File: config.mk
export PLATFORM = sky130hd
export DESIGN_NAME = cordic_job_responder
export DESIGN_NICKNAME = d
export VERILOG_FILES = /design/src/rtl/cordic_job_responder.sv
export SDC_FILE = /design/constraint.sdc
export NUM_CORES = 1
export LEC_CHECK = 0
export BUFFER_PORTS_ARGS = -buffer_cell sky130_fd_sc_hd__buf_2
export CAP_MARGIN = 5
export CORE_AREA = 8 8 306 308
export DETAILED_ROUTE_END_ITERATION = 10
export DIE_AREA = 0 0 314 316
export PLACE_DENSITY_LB_ADDON = 0.15
export RECOVER_POWER = 25
export SLEW_MARGIN = 0
export SYNTH_ARGS = -nofsm -noshare
export SYNTH_HDL_FRONTEND = slang
export SYNTH_SLANG_ARGS = --single-unit
File: constraint.sdc
create_clock -name clk -period 3.6 [get_ports clk]
set_input_delay 0.54 -clock clk [delete_from_list [all_inputs] [get_ports clk]]
set_output_delay 0.54 -clock clk [all_outputs]
set_load 0.03 [all_outputs]
File: src/rtl/cordic_job_responder.sv
// Responder side of the level start/done job handshake in front of an iterative CORDIC core.
// Latches one job, launches the core, captures its result or a timeout, and holds done until start drops.
module cordic_job_responder #(
    parameter int W       = 64,
    parameter int TMO_PAD = 4
) (
    input  logic         clk,
    input  logic         rst_n,
    input  logic [W-1:0] A,
    input  logic [W-1:0] Xin,
    input  logic [W-1:0] Yin,
    input  logic [5:0]   dur,
    input  logic [2:0]   mode,
    input  logic         start,
    output logic [W-1:0] X,
    output logic [W-1:0] Y,
    output logic [W-1:0] zcal,
    output logic         done,
    output logic         err,
    output logic [5:0]   cycles,
    output logic [W-1:0] core_a,
    output logic [W-1:0] core_x,
    output logic [W-1:0] core_y,
    output logic [2:0]   core_mode,
    output logic [5:0]   core_dur,
    output logic         core_go,
    output logic         core_abort,
    input  logic [W-1:0] core_rx,
    input  logic [W-1:0] core_ry,
    input  logic [W-1:0] core_rz,
    input  logic         core_valid
);

    typedef enum logic [2:0] {
        S_IDLE,
        S_LAUNCH,
        S_WAIT,
        S_CHECK,
        S_DONE
    } state_t;

    state_t         state_reg, state_next;
    logic [6:0]     cnt_reg, cnt_next;
    logic [W-1:0]   x_reg, x_next, y_reg, y_next, z_reg, z_next;
    logic           err_reg, err_next;
    logic [5:0]     cycles_reg, cycles_next;
    logic [W-1:0]   core_a_reg, core_a_next, core_x_reg, core_x_next, core_y_reg, core_y_next;
    logic [2:0]     core_mode_reg, core_mode_next;
    logic [5:0]     core_dur_reg, core_dur_next;
    logic           core_go_reg, core_go_next;
    logic           core_abort_reg, core_abort_next;

    // The wait counter runs 7 bits wide so dur+TMO_PAD (up to 67) is always reachable;
    // only the reported cycle count saturates at 63.
    logic [6:0]     cnt_inc;
    logic [6:0]     tmo_limit;
    logic [5:0]     cnt_sat;

    assign cnt_inc   = (cnt_reg == 7'h7f) ? cnt_reg : cnt_reg + 7'd1;
    assign tmo_limit = {1'b0, core_dur_reg} + 7'(TMO_PAD);
    assign cnt_sat   = (cnt_inc > 7'd63) ? 6'd63 : cnt_inc[5:0];

    always_comb begin
        state_next      = state_reg;
        cnt_next        = cnt_reg;
        x_next          = x_reg;
        y_next          = y_reg;
        z_next          = z_reg;
        err_next        = err_reg;
        cycles_next     = cycles_reg;
        core_a_next     = core_a_reg;
        core_x_next     = core_x_reg;
        core_y_next     = core_y_reg;
        core_mode_next  = core_mode_reg;
        core_dur_next   = core_dur_reg;
        core_go_next    = 1'b0;
        core_abort_next = 1'b0;

        case (state_reg)
            S_IDLE: begin
                if (start) begin
                    core_a_next    = A;
                    core_x_next    = Xin;
                    core_y_next    = Yin;
                    core_mode_next = mode;
                    core_dur_next  = dur;
                    cnt_next       = '0;
                    state_next     = (mode > 3'd5) ? S_CHECK : S_LAUNCH;
                end
            end
            S_LAUNCH: begin
                if (!start) begin
                    core_abort_next = 1'b1;
                    state_next      = S_IDLE;
                end else begin
                    core_go_next = 1'b1;
                    state_next   = S_WAIT;
                end
            end
            S_WAIT: begin
                if (!start) begin
                    core_abort_next = 1'b1;
                    state_next      = S_IDLE;
                end else begin
                    cnt_next = cnt_inc;
                    // A result arriving on the timeout cycle still counts as success.
                    if (core_valid) begin
                        x_next      = core_rx;
                        y_next      = core_ry;
                        z_next      = core_rz;
                        err_next    = 1'b0;
                        cycles_next = cnt_sat;
                        state_next  = S_DONE;
                    end else if (cnt_inc == tmo_limit) begin
                        x_next          = '0;
                        y_next          = '0;
                        z_next          = '0;
                        err_next        = 1'b1;
                        cycles_next     = cnt_sat;
                        core_abort_next = 1'b1;
                        state_next      = S_DONE;
                    end
                end
            end
            S_CHECK: begin
                x_next      = '0;
                y_next      = '0;
                z_next      = '0;
                err_next    = 1'b1;
                cycles_next = '0;
                state_next  = S_DONE;
            end
            S_DONE: begin
                if (!start) begin
                    state_next = S_IDLE;
                end
            end
            default: state_next = S_IDLE;
        endcase
    end

    always_ff @(posedge clk or negedge rst_n) begin
        if (!rst_n) begin
            state_reg      <= S_IDLE;
            cnt_reg        <= '0;
            x_reg          <= '0;
            y_reg          <= '0;
            z_reg          <= '0;
            err_reg        <= 1'b0;
            cycles_reg     <= '0;
            core_a_reg     <= '0;
            core_x_reg     <= '0;
            core_y_reg     <= '0;
            core_mode_reg  <= '0;
            core_dur_reg   <= '0;
            core_go_reg    <= 1'b0;
            core_abort_reg <= 1'b0;
        end else begin
            state_reg      <= state_next;
            cnt_reg        <= cnt_next;
            x_reg          <= x_next;
            y_reg          <= y_next;
            z_reg          <= z_next;
            err_reg        <= err_next;
            cycles_reg     <= cycles_next;
            core_a_reg     <= core_a_next;
            core_x_reg     <= core_x_next;
            core_y_reg     <= core_y_next;
            core_mode_reg  <= core_mode_next;
            core_dur_reg   <= core_dur_next;
            core_go_reg    <= core_go_next;
            core_abort_reg <= core_abort_next;
        end
    end

    assign X          = x_reg;
    assign Y          = y_reg;
    assign zcal       = z_reg;
    assign err        = err_reg;
    assign cycles     = cycles_reg;
    assign done       = (state_reg == S_DONE);
    assign core_a     = core_a_reg;
    assign core_x     = core_x_reg;
    assign core_y     = core_y_reg;
    assign core_mode  = core_mode_reg;
    assign core_dur   = core_dur_reg;
    assign core_go    = core_go_reg;
    assign core_abort = core_abort_reg;

endmodule

# Word level (Yosys, flattened, before mapping)
# Index checks and enable logic that the tools add are counted.
[classes]
n_addsub = 2
magnitude_cmp = 2
n_eq_ne = 11
mux = 38
n_reduce_logical = 7
[op_table]
columns = ["operator", "count"]
rows = [
  ["two-way mux 64 bit", 7],
  ["one-hot mux 64 bit (2 select lines)", 3],
  ["two-way mux 6 bit", 4],
  ["two-way mux 7 bit", 3],
  ["two-way mux 3 bit", 5],
  ["one-hot mux 3 bit (5 select lines)", 1],
  ["one-hot mux 7 bit (2 select lines)", 1],
  ["one-hot mux 6 bit (2 select lines)", 1],
  ["two-way mux 1 bit", 9],
  ["AND reduction 3 bit", 3],
  ["adder 6 x 3 -> 7 bit, second input constant", 1],
  ["adder 7 x 1 -> 7 bit, second input constant", 1],
  ["== test 7 bit", 1],
  ["== test 7 bit, second input constant", 1],
  ["greater-than comparator 7 x 6 -> 1 bit, second input constant", 1],
  ["== test 3 x 2 -> 1 bit, second input constant", 2],
  ["inequality test 2 bit, second input constant", 3],
  ["two-way mux 2 bit", 2],
  ["inequality test 4 bit, second input constant", 1],
  ["one-hot mux 1 bit (2 select lines)", 2],
  ["nonzero test 2 bit", 2],
  ["== test 3 x 1 -> 1 bit, second input constant", 1],
  ["== test 3 bit, second input constant", 1],
  ["greater-than comparator 3 bit, second input constant", 1],
  ["3 further kinds", 3],
]
[totals]
reg_bits = 412
in_bits = 397
output_inout_bits = 403
elab_cells = 74

# Depth between registers and ports, before layout
[depth]
depth_word = 8
ltp_mapped = 11
ltp_nobuf = 8

# Worst setup path after synthesis
# No wires, ideal clock.
[synth_timing]
path_type = "register to register"
start = "register cnt_reg[0]"
end = "register y_reg[43], in the netlist Y[43]"
setup_ns = 0.121
arrival_time_ns = 2.554
required_time_ns = 3.479
slack_ns = 0.925
path_stages_with_launch = 12
n_path_buf = 3
synth_period_minus_slack_ns = 2.675
path_cell_list = "dfrtp_1 > ha_1 > buf_2 > nand2_1 > nor2_1 > mux2i_1 > xnor2_1 > or4b_4 > a211o_1 > buf_4 > buf_4 > a22o_1"
[synth_between]
elab_chain_len = 5
word_cells_on_any_way = 6
classes_between = "1 x add/sub; 3 x eq/ne; 1 x mux; 1 x reduce/logical"
[synth_lines]
columns = ["element", "line", "source"]
rows = [
  ["start, declared", "43", "logic [6:0] cnt_reg, cnt_next;"],
  ["start signal, assigned", "160", "cnt_reg <= cnt_next;"],
  ["adder 7 x 1 -> 7 bit / == test 7 bit (equally long branches)", "59", "assign cnt_inc = (cnt_reg == 7'h7f) ? cnt_reg : cnt_reg + 7'd1;"],
  ["two-way mux 7 bit *", "59", ""],
  ["== test 7 bit *", "114", "end else if (cnt_inc == tmo_limit) begin"],
  ["inequality test 3 bit (no line) *", "n/a", ""],
  ["AND reduction 3 bit (no line) *", "n/a", ""],
  ["end signal, assigned", "162", "y_reg <= y_next;"],
  ["end, declared", "44", "logic [W-1:0] x_reg, x_next, y_reg, y_next, z_reg, z_next;"],
]
# Every way passes the cells marked *; elsewhere a longest branch is shown, timed or not.
# A chain may end at the register's enable or synchronous reset.

# Worst setup path in the final report
[layout_timing]
start = "register cnt_reg[0]"
end = "register x_reg[1], in the netlist X[1]"
[layout_between]
elab_chain_len = 5
word_cells_on_any_way = 6
classes_between = "1 x add/sub; 3 x eq/ne; 1 x mux; 1 x reduce/logical"
[layout_lines]
columns = ["element", "line", "source"]
rows = [
  ["adder 7 x 1 -> 7 bit / == test 7 bit (equally long branches)", "59", ""],
  ["two-way mux 7 bit *", "59", ""],
  ["== test 7 bit *", "114", ""],
  ["inequality test 3 bit (no line) *", "n/a", ""],
  ["AND reduction 3 bit (no line) *", "n/a", ""],
  ["end signal, assigned", "161", "x_reg <= x_next;"],
  ["end, declared", "44", ""],
]
# Marked as above.

==> results_dict.tcl <==
set metrics [dict create \
    clock_latency_ns 0.58 \
    syn_nets 1801 \
    coreArea_um2 89050 \
    max_freq_mhz 302.2 \
    finalSetupTns_ns 0 \
    dr_total_vias 13430 \
    ys_seq_area_frac 0.6710 \
    critPathLaunchType "register" \
    rows 110 \
    critical_path_class "register to register" \
    cts_sinks 412 \
    cts_resized 0 \
    holdCritPathClass "input pin to register" \
    cp.required_ns 4.11 \
    hpwl_mm 47.97 \
    cts_htree_levels 2 \
    holdCritStartpoint "A[46]" \
    slew_viol_final 85 \
    violations "max-capacitance violations, max-slew violations" \
    whs_endpoint "core_a[46]" \
    area_delta_synth_final_pct 46.01 \
    p_per_area_nw_per_um2 995.7 \
    ant_nets 0 \
    wirelength_mm 63.68 \
    ir_drop_v 0.0004556 \
    grt_pass1_vias 14330 \
    clk_pin_slew_ns 0.06 \
    cp-end-kind "register" \
    cp_data_arrival_time_ns 3.82 \
    grt_overflow_total 0 \
    die_area_um2 99220 \
    setup_viol 0 \
    min_period_over_period 0.9192 \
    drt-initial-drc-count 855 \
    status "finished with violations" \
    synth_top_cell_by_area "dfrtp_1" \
    io_buffers 799 \
    finalHoldViolCount 0 \
    layout-drive-gt1-share 0.4108 \
    drt-pass1-iter-count 4 \
    worstPathMaxFanout 49 \
    cts_made_buffers 50 \
    async_flop_share 1.000 \
    fin_area_um2 22440 \
    dpl_cell_area_um2 20820 \
    cts_root_buffer "clkbuf_16" \
    synth-seq-cells 412 \
    fin_crit_ns 3.309 \
    num-nets-final 2591 \
    post-route-drc-count 0 \
    dp_slack_ns 0.2822 \
    reg2reg_slack_ns 0.29 \
    grt_pass1_wl_mm 93.06 \
    wl_per_cell_um 18.60 \
    antenna_found_initial 23 \
    initial_core_util 0.1726 \
    yosys_warnings 0 \
    reg2reg_to "X[1]" \
    synth_top_area_share 0.6710 \
    syn_area_per_cell_um2 10.96 \
    cellLeakagePower_nw 12.49 \
    worstMarginPinSlew_ns 2.641 \
    reg2reg_depth 9 \
    synth.distinct_cells 42 \
    r2r-start "cnt_reg[0]" \
    die_w_um 314 \
    clockBufferDepth 3 \
    syn_inst 1402 \
    synth-edff-count 0 \
    cts_tree "yes" \
    via_per_inst 3.923 \
    grt_usage 0.1202 \
    maxSlewHeadroom -0.7610 \
    ios 800 \
    grt_max_degree 136 \
    place_congestion 0.8244 \
    hold_depth 3 \
    die_y_um 316 \
    synthFlopType "dfrtp_1" \
    cap_violations 1 \
    fin_ws_ns 0.2909 \
    rsz0062_at_grt "false" \
    ys_top_cells_by_area "dfrtp_1 67%, nand2_1 15%, a22o_1 11%" \
    syn-cell-area_um2 15370 \
    finClkSkew_ns 0.01681 \
]
[worst max-delay path, cell delays in order, from the launching register on]
cell     delay (ns)
dfrtp_1        0.43
ha_1           0.32
and2_1         0.25
a31oi_1        0.33
mux2i_1        0.13
o31a_1         0.32
nor3b_1        0.26
a211o_4        0.55
buf_4          0.40
a22o_1         0.18
[cell usage in the layout (no fill, tap or decap), types with 12 or more instances in the layout]
master,instances
buf_12,13
buf_4,12
dfrtp_1,412
a22o_1,197
diode_2,17
buf_2,798
clkbuf_1,12
clkbuf_16,50
o21ai_0,12
nand2_1,607
[worst max path at each step]
stage | end | slack (ns) | cells after the start | start
2_1_floorplan | Y[43] | 0.92 | 11 | cnt_reg[0]
3_3_place_gp | zcal[7] | 0.34 | 9 | cnt_reg[0]
3_5_place_dp | zcal[6] | 0.28 | 9 | cnt_reg[0]
4_1_cts | zcal[6] | 0.25 | 9 | cnt_reg[0]
5_1_grt | zcal[7] | 0.04 | 9 | cnt_reg[0]
6_report | X[1] | 0.29 | 9 | cnt_reg[0]
[logic make-up (layout without fill, tap and decap cells)]
group                    after synthesis  in the layout  synth area share
XOR/XNOR                               7              7          0.003990
multiplexers                           2              2          0.001303
AND/OR/NAND/NOR                      645            645            0.1632
flip-flops                           412            412            0.6710
buffers and inverters                 97            925           0.03054
adder cells (fa/ha/maj)                2              2          0.001628
AO/OA/AOI/OAI                        237            237            0.1284
other                                  0             17                 0
[layout make-up]
cell class              instances  area (µm²)
diodes                         17       42.54
clock buffers                  72        1444
clock inverters                18       152.6
fillers                      9679       66610
inverters                       3       16.27
multi-input cells             893        4606
flip-flops and latches        412       10310
well taps                    1176        1471
repair buffers                832        4393
[stage by stage]
step / hold slack (ns) / total power (W) / util / instances
6_report: 0.1462 / 0.02234 / 0.2519 / 3423
5_1_grt: 0.1064 / 0.02381 / 0.2518 / 3417
4_1_cts: 0.08738 / 0.02286 / 0.2518 / 3406
3_5_place_dp: 0.4569 / 0.01771 / 0.2338 / 3315
3_3_place_gp: 0.4535 / 0.01766 / 0.2338 / 3315
2_1_floorplan: 0.2444 / 0.01393 / - / 1402
[what timing repair did]
item	4_1_cts	5_1_grt
endpoints found under the setup margin	0	0
setup buffers	0	0
hold buffers	1	0
hold endpoints to repair	10	0
[layer usage]
layer | vias to the layer above | global-route usage | wire [µm]
li1 | 6296 | - | -
met1 | 6498 | 0.1291 | 23030
met2 | 506 | 0.2134 | 32470
met3 | 118 | 0.04619 | 5849
met4 | 10 | 0.04478 | 2256
met5 | - | 0 | 71
[power by group]
part / internal [W] / total, W / switching, W
logic: 0.00280 / 0.00988 / 0.00708
clock network: 0.00286 / 0.00491 / 0.00205
registers: 0.00649 / 0.00755 / 0.00106
[Yosys cell counts (all sizes together), types with 2 or more instances]
cell type    n
o31a         2
xnor2        5
o31ai        2
inv          3
mux2i        2
ha           2
nand2      607
a31oi        4
nor3b        5
a22o       197
nor3         9
buf         28
nand3        5
clkbuf      66
xor2         2
nand2b       3
and2         2
o21ai       14
nor2         6
a21oi       10
dfrtp      412
Power figures use the tool's default switching activity.
